### src/rtl/scs8hd_bist_pkg.sv
// Shared types and constants for the o2bb2ai cell BIST controller.
package scs8hd_bist_pkg;

    localparam int unsigned VEC_W = 4;
    localparam int unsigned ERR_W = 5;
    localparam int unsigned CNT_W = 4;
    localparam int unsigned PCNT_W = 3;

    // Expected Y for vector {A1N,A2N,B1,B2}: (A1N&A2N)|~(B1|B2)
    localparam logic [15:0] O2BB2AI_TT = 16'hF111;

    typedef enum logic [2:0] {
        S_IDLE,
        S_APPLY,
        S_SETTLE,
        S_SAMPLE,
        S_FIN
    } bist_state_e;

endpackage

### src/rtl/scs8hd_bist_settle_cnt.sv
// Settle-time counter: loadable 4-bit down counter with a zero flag.
module scs8hd_bist_settle_cnt
    import scs8hd_bist_pkg::*;
(
    input  logic             clk,
    input  logic             reset,
    input  logic             load,
    input  logic [CNT_W-1:0] load_val,
    input  logic             dec,
    output logic             zero_c
);

    logic [CNT_W-1:0] count;

    always_ff @(posedge clk) begin
        if (reset) begin
            count <= '0;
        end else if (load) begin
            count <= load_val;
        end else if (dec && (count != '0)) begin
            count <= count - CNT_W'(1);
        end
    end

    assign zero_c = (count == '0);

endmodule

### src/rtl/scs8hd_o2bb2ai_bist.sv
// BIST sequencer: sweeps all 16 input vectors of an o2bb2ai cell and
// counts mismatches between the observed and expected output.
module scs8hd_o2bb2ai_bist
    import scs8hd_bist_pkg::*;
#(
    parameter int unsigned SETTLE_CYC = 2,
    parameter int unsigned PASSES     = 1
) (
    input  logic             CLK,
    input  logic             RESET,
    input  logic             START,
    input  logic             ABORT,
    input  logic             Y_OBS,
    output logic             A1N,
    output logic             A2N,
    output logic             B1,
    output logic             B2,
    output logic             BUSY,
    output logic             DONE,
    output logic             PASS,
    output logic [ERR_W-1:0] ERR_CNT,
    output logic [VEC_W-1:0] FAIL_VEC
);

    localparam logic [CNT_W-1:0] SETTLE_LOAD = CNT_W'(SETTLE_CYC - 1);
    localparam logic [ERR_W-1:0] ERR_MAX     = '1;

    bist_state_e       state_q, state_d;
    logic [VEC_W-1:0]  vec_q, vec_d;
    logic [PCNT_W-1:0] pcnt_q, pcnt_d;
    logic [VEC_W-1:0]  stim_q, stim_d;
    logic [ERR_W-1:0]  err_q, err_d;
    logic [VEC_W-1:0]  fvec_q, fvec_d;
    logic              pass_q, pass_d;
    logic              busy_q, done_q;
    logic              cnt_load, cnt_dec, cnt_zero_c;

    scs8hd_bist_settle_cnt u_settle_cnt (
        .clk      (CLK),
        .reset    (RESET),
        .load     (cnt_load),
        .load_val (SETTLE_LOAD),
        .dec      (cnt_dec),
        .zero_c   (cnt_zero_c)
    );

    // Next-state and next-output decode
    always_comb begin
        state_d  = state_q;
        vec_d    = vec_q;
        pcnt_d   = pcnt_q;
        stim_d   = stim_q;
        err_d    = err_q;
        fvec_d   = fvec_q;
        pass_d   = pass_q;
        cnt_load = 1'b0;
        cnt_dec  = 1'b0;

        case (state_q)
            S_IDLE: begin
                stim_d = '0;
                if (START && !ABORT) begin
                    state_d = S_APPLY;
                    vec_d   = '0;
                    pcnt_d  = '0;
                    err_d   = '0;
                    fvec_d  = '0;
                    pass_d  = 1'b0;
                end
            end
            S_APPLY: begin
                stim_d = vec_q;
                if (SETTLE_CYC == 0) begin
                    state_d = S_SAMPLE;
                end else begin
                    state_d  = S_SETTLE;
                    cnt_load = 1'b1;
                end
            end
            S_SETTLE: begin
                if (cnt_zero_c) begin
                    state_d = S_SAMPLE;
                end else begin
                    cnt_dec = 1'b1;
                end
            end
            S_SAMPLE: begin
                if (Y_OBS != O2BB2AI_TT[vec_q]) begin
                    if (err_q != ERR_MAX) begin
                        err_d = err_q + ERR_W'(1);
                    end
                    // err_q is still zero only on the first mismatch of the run
                    if (err_q == '0) begin
                        fvec_d = vec_q;
                    end
                end
                if (vec_q != '1) begin
                    vec_d   = vec_q + VEC_W'(1);
                    state_d = S_APPLY;
                end else if ((32'(pcnt_q) + 32'd1) < PASSES) begin
                    vec_d   = '0;
                    pcnt_d  = pcnt_q + PCNT_W'(1);
                    state_d = S_APPLY;
                end else begin
                    state_d = S_FIN;
                    stim_d  = '0;
                    pass_d  = (err_d == '0);
                end
            end
            S_FIN: begin
                stim_d  = '0;
                state_d = S_IDLE;
            end
            default: begin
                stim_d  = '0;
                state_d = S_IDLE;
            end
        endcase

        // Abort drops the run in flight; results gathered so far are kept
        if (ABORT && (state_q != S_IDLE)) begin
            state_d  = S_IDLE;
            stim_d   = '0;
            err_d    = err_q;
            fvec_d   = fvec_q;
            pass_d   = pass_q;
            cnt_load = 1'b0;
            cnt_dec  = 1'b0;
        end
    end

    always_ff @(posedge CLK) begin
        if (RESET) begin
            state_q <= S_IDLE;
            vec_q   <= '0;
            pcnt_q  <= '0;
            stim_q  <= '0;
            err_q   <= '0;
            fvec_q  <= '0;
            pass_q  <= 1'b0;
            busy_q  <= 1'b0;
            done_q  <= 1'b0;
        end else begin
            state_q <= state_d;
            vec_q   <= vec_d;
            pcnt_q  <= pcnt_d;
            stim_q  <= stim_d;
            err_q   <= err_d;
            fvec_q  <= fvec_d;
            pass_q  <= pass_d;
            busy_q  <= (state_d != S_IDLE);
            done_q  <= (state_d == S_FIN);
        end
    end

    assign A1N      = stim_q[3];
    assign A2N      = stim_q[2];
    assign B1       = stim_q[1];
    assign B2       = stim_q[0];
    assign BUSY     = busy_q;
    assign DONE     = done_q;
    assign PASS     = pass_q;
    assign ERR_CNT  = err_q;
    assign FAIL_VEC = fvec_q;

endmodule

### config.mk
export PLATFORM = sky130hd
export DESIGN_NAME = scs8hd_o2bb2ai_bist
export DESIGN_NICKNAME = d
export VERILOG_FILES = /design/src/rtl/scs8hd_bist_pkg.sv /design/src/rtl/scs8hd_bist_settle_cnt.sv /design/src/rtl/scs8hd_o2bb2ai_bist.sv
export SDC_FILE = /design/constraint.sdc
export NUM_CORES = 1
export LEC_CHECK = 0
export ABC_AREA = 0
export CORE_MARGIN = 1.5
export CORE_UTILIZATION = 42
export CTS_CLUSTER_DIAMETER = 120
export DETAILED_ROUTE_END_ITERATION = 6
export PLACE_DENSITY_LB_ADDON = 0.25
export SLEW_MARGIN = 40
export SYNTH_ARGS = -nofsm -noshare
export SYNTH_HDL_FRONTEND = slang
export SYNTH_SLANG_ARGS = --single-unit
### constraint.sdc
create_clock -name CLK -period 5.8 [get_ports CLK]
set_clock_uncertainty 0.2 [all_clocks]
set_input_delay 1.16 -clock CLK [delete_from_list [all_inputs] [get_ports CLK]]
set_output_delay 1.16 -clock CLK [all_outputs]
set_load 0.05 [all_outputs]
==> results of run 1 <==
-- worst min-delay path by stage --
stage | slack (ps) | cells past startpoint | start | to
final | 290 | 2 | PASS$_SDFFE_PP0P_ | PASS$_SDFFE_PP0P_
after global routing | 330 | 2 | PASS$_SDFFE_PP0P_ | PASS$_SDFFE_PP0P_
after CTS | 290 | 2 | PASS$_SDFFE_PP0P_ | PASS$_SDFFE_PP0P_
after detailed placement | 280 | 2 | PASS$_SDFFE_PP0P_ | PASS$_SDFFE_PP0P_
after global placement | 270 | 2 | PASS$_SDFFE_PP0P_ | PASS$_SDFFE_PP0P_
after floorplan | 260 | 2 | pcnt_q[1]$_SDFFE_PP0P_ | pcnt_q[1]$_SDFFE_PP0P_
-- cells in the final DEF, fill, tap and decap left out, drive strengths merged, types with 2 or more instances in the layout --
cell           Yosys  final
nand2b             4      4
dfxtp             31     31
nand4              2      2
nand3b             3      3
and3               3      3
o21ai              8      8
nor3               6      6
nor3b              4      4
nand3              6      6
or3b               2      2
clkdlybuf4s50      0     19
nor4               3      3
or3                3      3
a22oi              9      9
a31oi              4      4
nor2b              4      4
xnor2              2      2
a21oi              7      7
ha                 5      5
inv                7      7
clkbuf             5      8
mux2i              2      2
o22ai              3      3
nor2              22     22
nand2              9      9
-- report_power, final --
group / internal [mW] / switching (mW)
Combinational: 0.0154 / 0.0260
Sequential: 0.216 / 0.00302
Clock: 0.0713 / 0.0729
Total: 0.303 / 0.102
-- metrics by stage --
step / hold WS [ps] / util / setup WS [ps]
after global placement: 267.8 / 0.5138 / 2610
after global routing: 327.4 / 0.5327 / 2661
after CTS: 293.8 / 0.5341 / 2720
after detailed placement: 279.7 / 0.5138 / 2531
final: 286.6 / 0.5327 / 2732
after floorplan: 264.7 / - / 3342
-- layer usage --
metal	part of all wire	global-route usage	wire [µm]	vias up
met3	0.065	0.06607	213	4
met5	0	0	0	-
li1	-	-	-	665
met1	0.46	0.2260	1491	588
met4	0.0095	0.06944	31	0
met2	0.47	0.2912	1521	41
-- cell families after synthesis --
group | Yosys count | synth area share
AO/OA/AOI/OAI | 41 | 0.1993
XOR/XNOR | 3 | 0.01730
adder cells (fa/ha/maj) | 5 | 0.04119
buffers and inverters | 14 | 0.04036
flip-flops | 31 | 0.4086
multiplexers | 3 | 0.02059
AND/OR/NAND/NOR | 74 | 0.2726
-- final cells by class --
cell class	instances	area (µm²)	area share
clock buffer	8	68.82	0.03812
tap	46	57.56	0.03188
inverter	7	26.28	0.01455
timing repair buffer	20	195.2	0.1081
multi-input combinational	126	837.1	0.4636
sequential	31	620.6	0.3437
-- state kept, by name, indices dropped and copies added, names as in the netlist, named ones only --
name and flops:
BUSY 1, DONE 1, vec_q 4, u_settle_cnt.count 4, state_q 3, FAIL_VEC 4
PASS 1, pcnt_q 3, ERR_CNT 5, stim_q 4
==> out/qor.csv, run 1 <==
metric,value,unit
number of synthesized flops with an enable pin,0,
"Power, Total",0.4048,mW
fin area,1805,µm²
max-slew violations,0,
CP required,4440,ps
DRT Wirelength,3258,µm
DIE HEIGHT,63.14,µm
Hold Buf Count CTS,0,
CTS tree,done,
"top cells by area, synth","dfxtp_1, nor2_1, a22oi_1",
routability cong.,0.7746,
CTS H-tree lvls,2,
Die ar.,3986,µm²
Antenna Diode Count,0,
crit path time final,3068,ps
largest net degree at the start of global routing,23,
total CTS buffers,5,
Avg Vias per Cell,5.454,
"Setup Fix Bufs, Post-CTS",0,
dpl cell area,1742,µm²
Post-Syn Nets,181,
PortBufs,20,
RSZ-0062 raised after global routing,no,
clock latency at the later pin of the worst-skew pair,330,ps
CP Depth,1,
Worst R2R Start,vec_q[0]$_SDFFE_PP0P_,
CP max FO,10,
clk buf depth,2,
Seq cells post-synth,31,
Final Hold Fails,0,
Layout area overhead,18.86,%
CP arrival,1710,ps
Yosys top cell by area,dfxtp_1,
fill count,318,
Final Net Count,201,
yosys warns,0,
CP max stage delay,860,ps
Ports,21,
Die X,63.14,µm
post-synthesis cell type count,50,
Via Count,1298,
Clock Pin Slew Worst Setup and Hold Paths,100,ps
drc violations,0,
most common cell in the netlist,dfxtp_1,
global-route wire length before repair,5685,µm
CP cell instances,clkdlybuf4s50_1,
reg2reg end,stim_q[0]$_SDFFE_PP0P_,
Crit. End Element,output pin,
Worst Tran Pin Value,726.9,ps
Crit Path Class,reg2out,
sequential element share of the synthesized area,0.4086,
Num Clock Sinks,31,
Setup TNS Final,0,ps
leakage,0.6343,nW
setup violators final,0,
Final Non-Filler Cells,238,
Post-synth top cells,"dfxtp_1, nor2_1, a22oi_1, nand2_1, inv_1",
end of the critical path,ERR_CNT[2],
Hold/Removal Path Class,reg2reg,
Starting Density,0.4481,
status,"complete, no violations",
ys flop type,dfxtp_1,
Pre-antenna DRT Iters,4,
r2r setup slk,3610,ps
Clock Tree Root,clkbuf_4,
R2R depth,6,
period utilization,0.5289,
initial antenna violation count,0,
Iter 0 DRT Violations,57,
slowest CP cell,clkdlybuf4s50_1,
power per cell area,224.2,nW/µm²
Post-Syn Area,1519,µm²
Post-Synthesis Cells,171,
fraction of registers with async set/reset,0,
# rows,21,
placed cells,230,
core footprint,3390,µm²
crit start category,register,
vias in the first global route,1262,
Mean Syn Cell Area,8.883,µm²
GR Overflow Total,0,
layout cells sized above 1,0.09375,
post-DP HPWL,2410,µm
Total Routing Usage GR,0.1831,
worst path bufs/invs,1,
Routed WL per cell,13.69,µm
max_cap viols,0,
maximum VDD drop,0.1312,mV
"Largest delay share family, worst path",buffers and inverters,
Rel. slew slack,0.5144,
post-CTS sizing,0,
worst setup path start,ERR_CNT[2]$_SDFFE_PP0P_,
top cell type's share of synthesized area,0.4086,
antenna-violating nets left,0,
f_max,326.0,MHz
Note: power is estimated with default switching activity, not from simulation.
==> inputs of run 2 (changes only) <==
==> constraint.sdc (replaced) <==
create_clock -name CLK -period 2.5 [get_ports CLK]
set_clock_uncertainty 0.2 [all_clocks]
set_input_delay 0.5 -clock CLK [delete_from_list [all_inputs] [get_ports CLK]]
set_output_delay 0.5 -clock CLK [all_outputs]
set_load 0.05 [all_outputs]
==> run 2 against run 1 <==
Global-route usage is 0.98 points higher. Flip-flop and latch count stayed put. Cell count is 2.1% higher. Sequential power is 130% higher. First-iteration DRC count is 19% higher. Worst hold slack better by 11 ps. Via count is 4.8% higher. Wire length is 3.7% higher. Total power grew to 2.5 times the previous value. Largest cell class unchanged. Highest routed layer unchanged.
==> out/qor.csv, run 2 (synthesis results as in run 1) <==
metric,value,unit
status,"complete, no violations",
Starting Density,0.4481,
dpl cell area,1779,µm²
final worst slack,73.10,ps
DIE HEIGHT,63.14,µm
largest net degree at the start of global routing,13,
number of flip-flops in the largest register,5,
period utilization,0.9708,
antenna-violating nets left,0,
GR Overflow Total,0,
Routed WL per cell,13.90,µm
Clock Tree Root,clkbuf_4,
Antenna Diode Count,0,
Ports,21,
r2r setup slk,360,ps
Rel. slew slack,0.5593,
Total Routing Usage GR,0.1929,
worst path bufs/invs,1,
global-route wire length before repair,6085,µm
max-slew violations,0,
f_max,412.0,MHz
CTS tree,done,
Final Util,0.5504,
post-DP HPWL,2498,µm
"Setup Fix Bufs, Post-CTS",0,
PortBufs,20,
core footprint,3390,µm²
"commonest non-fill, non-tap cell in the layout",dfxtp_1,
leakage,0.6680,nW
drc violations,0,
Die X,63.14,µm
clock latency at the later pin of the worst-skew pair,340,ps
max_cap viols,0,
setup violators final,0,
Num Clock Sinks,31,
CP required,1800,ps
total CTS buffers,5,
R2R depth,5,
Final Hold Fails,0,
CP max FO,10,
post-CTS sizing,0,
Final Net Count,206,
CP max stage delay,870,ps
most frequent cells in the layout,"dfxtp_1, nor2_1, clkdlybuf4s50_1, nand2_1, a22oi_1",
maximum VDD drop,0.3393,mV
routability cong.,0.7819,
Hold WS,297.8,ps
Setup TNS Final,0,ps
Worst Tran Pin Value,659.5,ps
Hold/Removal Path Class,reg2reg,
Iter 0 DRT Violations,68,
clk buf depth,2,
end of the critical path,ERR_CNT[2],
Worst R2R Start,state_q[1]$_SDFF_PP0_,
Pre-antenna DRT Iters,4,
fin area,1866,µm²
initial antenna violation count,0,
DRT Wirelength,3377,µm
CP arrival,1730,ps
# rows,21,
dpl ws,134.2,ps
Die ar.,3986,µm²
vias in the first global route,1349,
crit path time final,2427,ps
CTS H-tree lvls,2,
Crit Path Class,reg2out,
CP Depth,1,
slowest CP cell,clkdlybuf4s50_1,
Via Count,1360,
Hold Buf Count CTS,0,
Clock Pin Slew Worst Setup and Hold Paths,100,ps
Layout area overhead,22.82,%
layout cells sized above 1,0.1168,
Crit. End Element,output pin,
worst setup path start,ERR_CNT[2]$_SDFFE_PP0P_,
RSZ-0062 raised after global routing,no,
CP cell instances,clkdlybuf4s50_1,
"Largest delay share family, worst path",buffers and inverters,
crit start category,register,
Avg Vias per Cell,5.597,
power per cell area,549.6,nW/µm²
run 2: stage by stage:
stage | power [mW] | cells
after floorplan | 0.5922 | 171
after global placement | 0.6190 | 235
after detailed placement | 0.6215 | 235
after CTS | 1.034 | 243
after global routing | 1.067 | 243
final | 1.025 | 243
run 2: power by group:
part	internal [mW]	leakage, nW	switching (mW)
clock	0.236	0.0482	0.179
sequential	0.502	0.250	0.00693
combinational	0.0402	0.370	0.0612
total	0.778	0.668	0.247
run 2: worst min path at each step:
stage	startpoint	endpoint	slack [ps]	depth (start not counted)
detailed placement	pcnt_q[1]$_SDFFE_PP0P_	pcnt_q[1]$_SDFFE_PP0P_	290	2
finish	pcnt_q[1]$_SDFFE_PP0P_	pcnt_q[1]$_SDFFE_PP0P_	300	2
global placement	PASS$_SDFFE_PP0P_	PASS$_SDFFE_PP0P_	260	2
floorplan	pcnt_q[1]$_SDFFE_PP0P_	pcnt_q[1]$_SDFFE_PP0P_	260	2
global route	pcnt_q[2]$_SDFFE_PP0P_	pcnt_q[2]$_SDFFE_PP0P_	330	1
CTS	pcnt_q[1]$_SDFFE_PP0P_	pcnt_q[1]$_SDFFE_PP0P_	300	2
run 2: worst reg2reg max path, stage by stage (launching register included):
cell	delay (ps)
dfxtp_1	370
or3_4	420
or3b_1	550
a31oi_1	240
o31a_2	180
o22ai_2	70
run 2: routing by layer:
layer  GRT usage  up-vias  part of all wire
li1            -      679                 -
met1      0.2324      653              0.47
met3     0.06250        6             0.045
met5           0        -                 0
met4     0.07222        0             0.017
met2      0.3191       22              0.47
run 2: area by class of cell:
class | instances | area (µm²)
fillers | 300 | 1524
clock buffers | 6 | 51.30
flip-flops and latches | 31 | 620.6
inverters | 7 | 26.28
clock inverters | 2 | 35.03
multi-input cells | 126 | 837.1
well taps | 46 | 57.56
repair buffers | 25 | 237.7
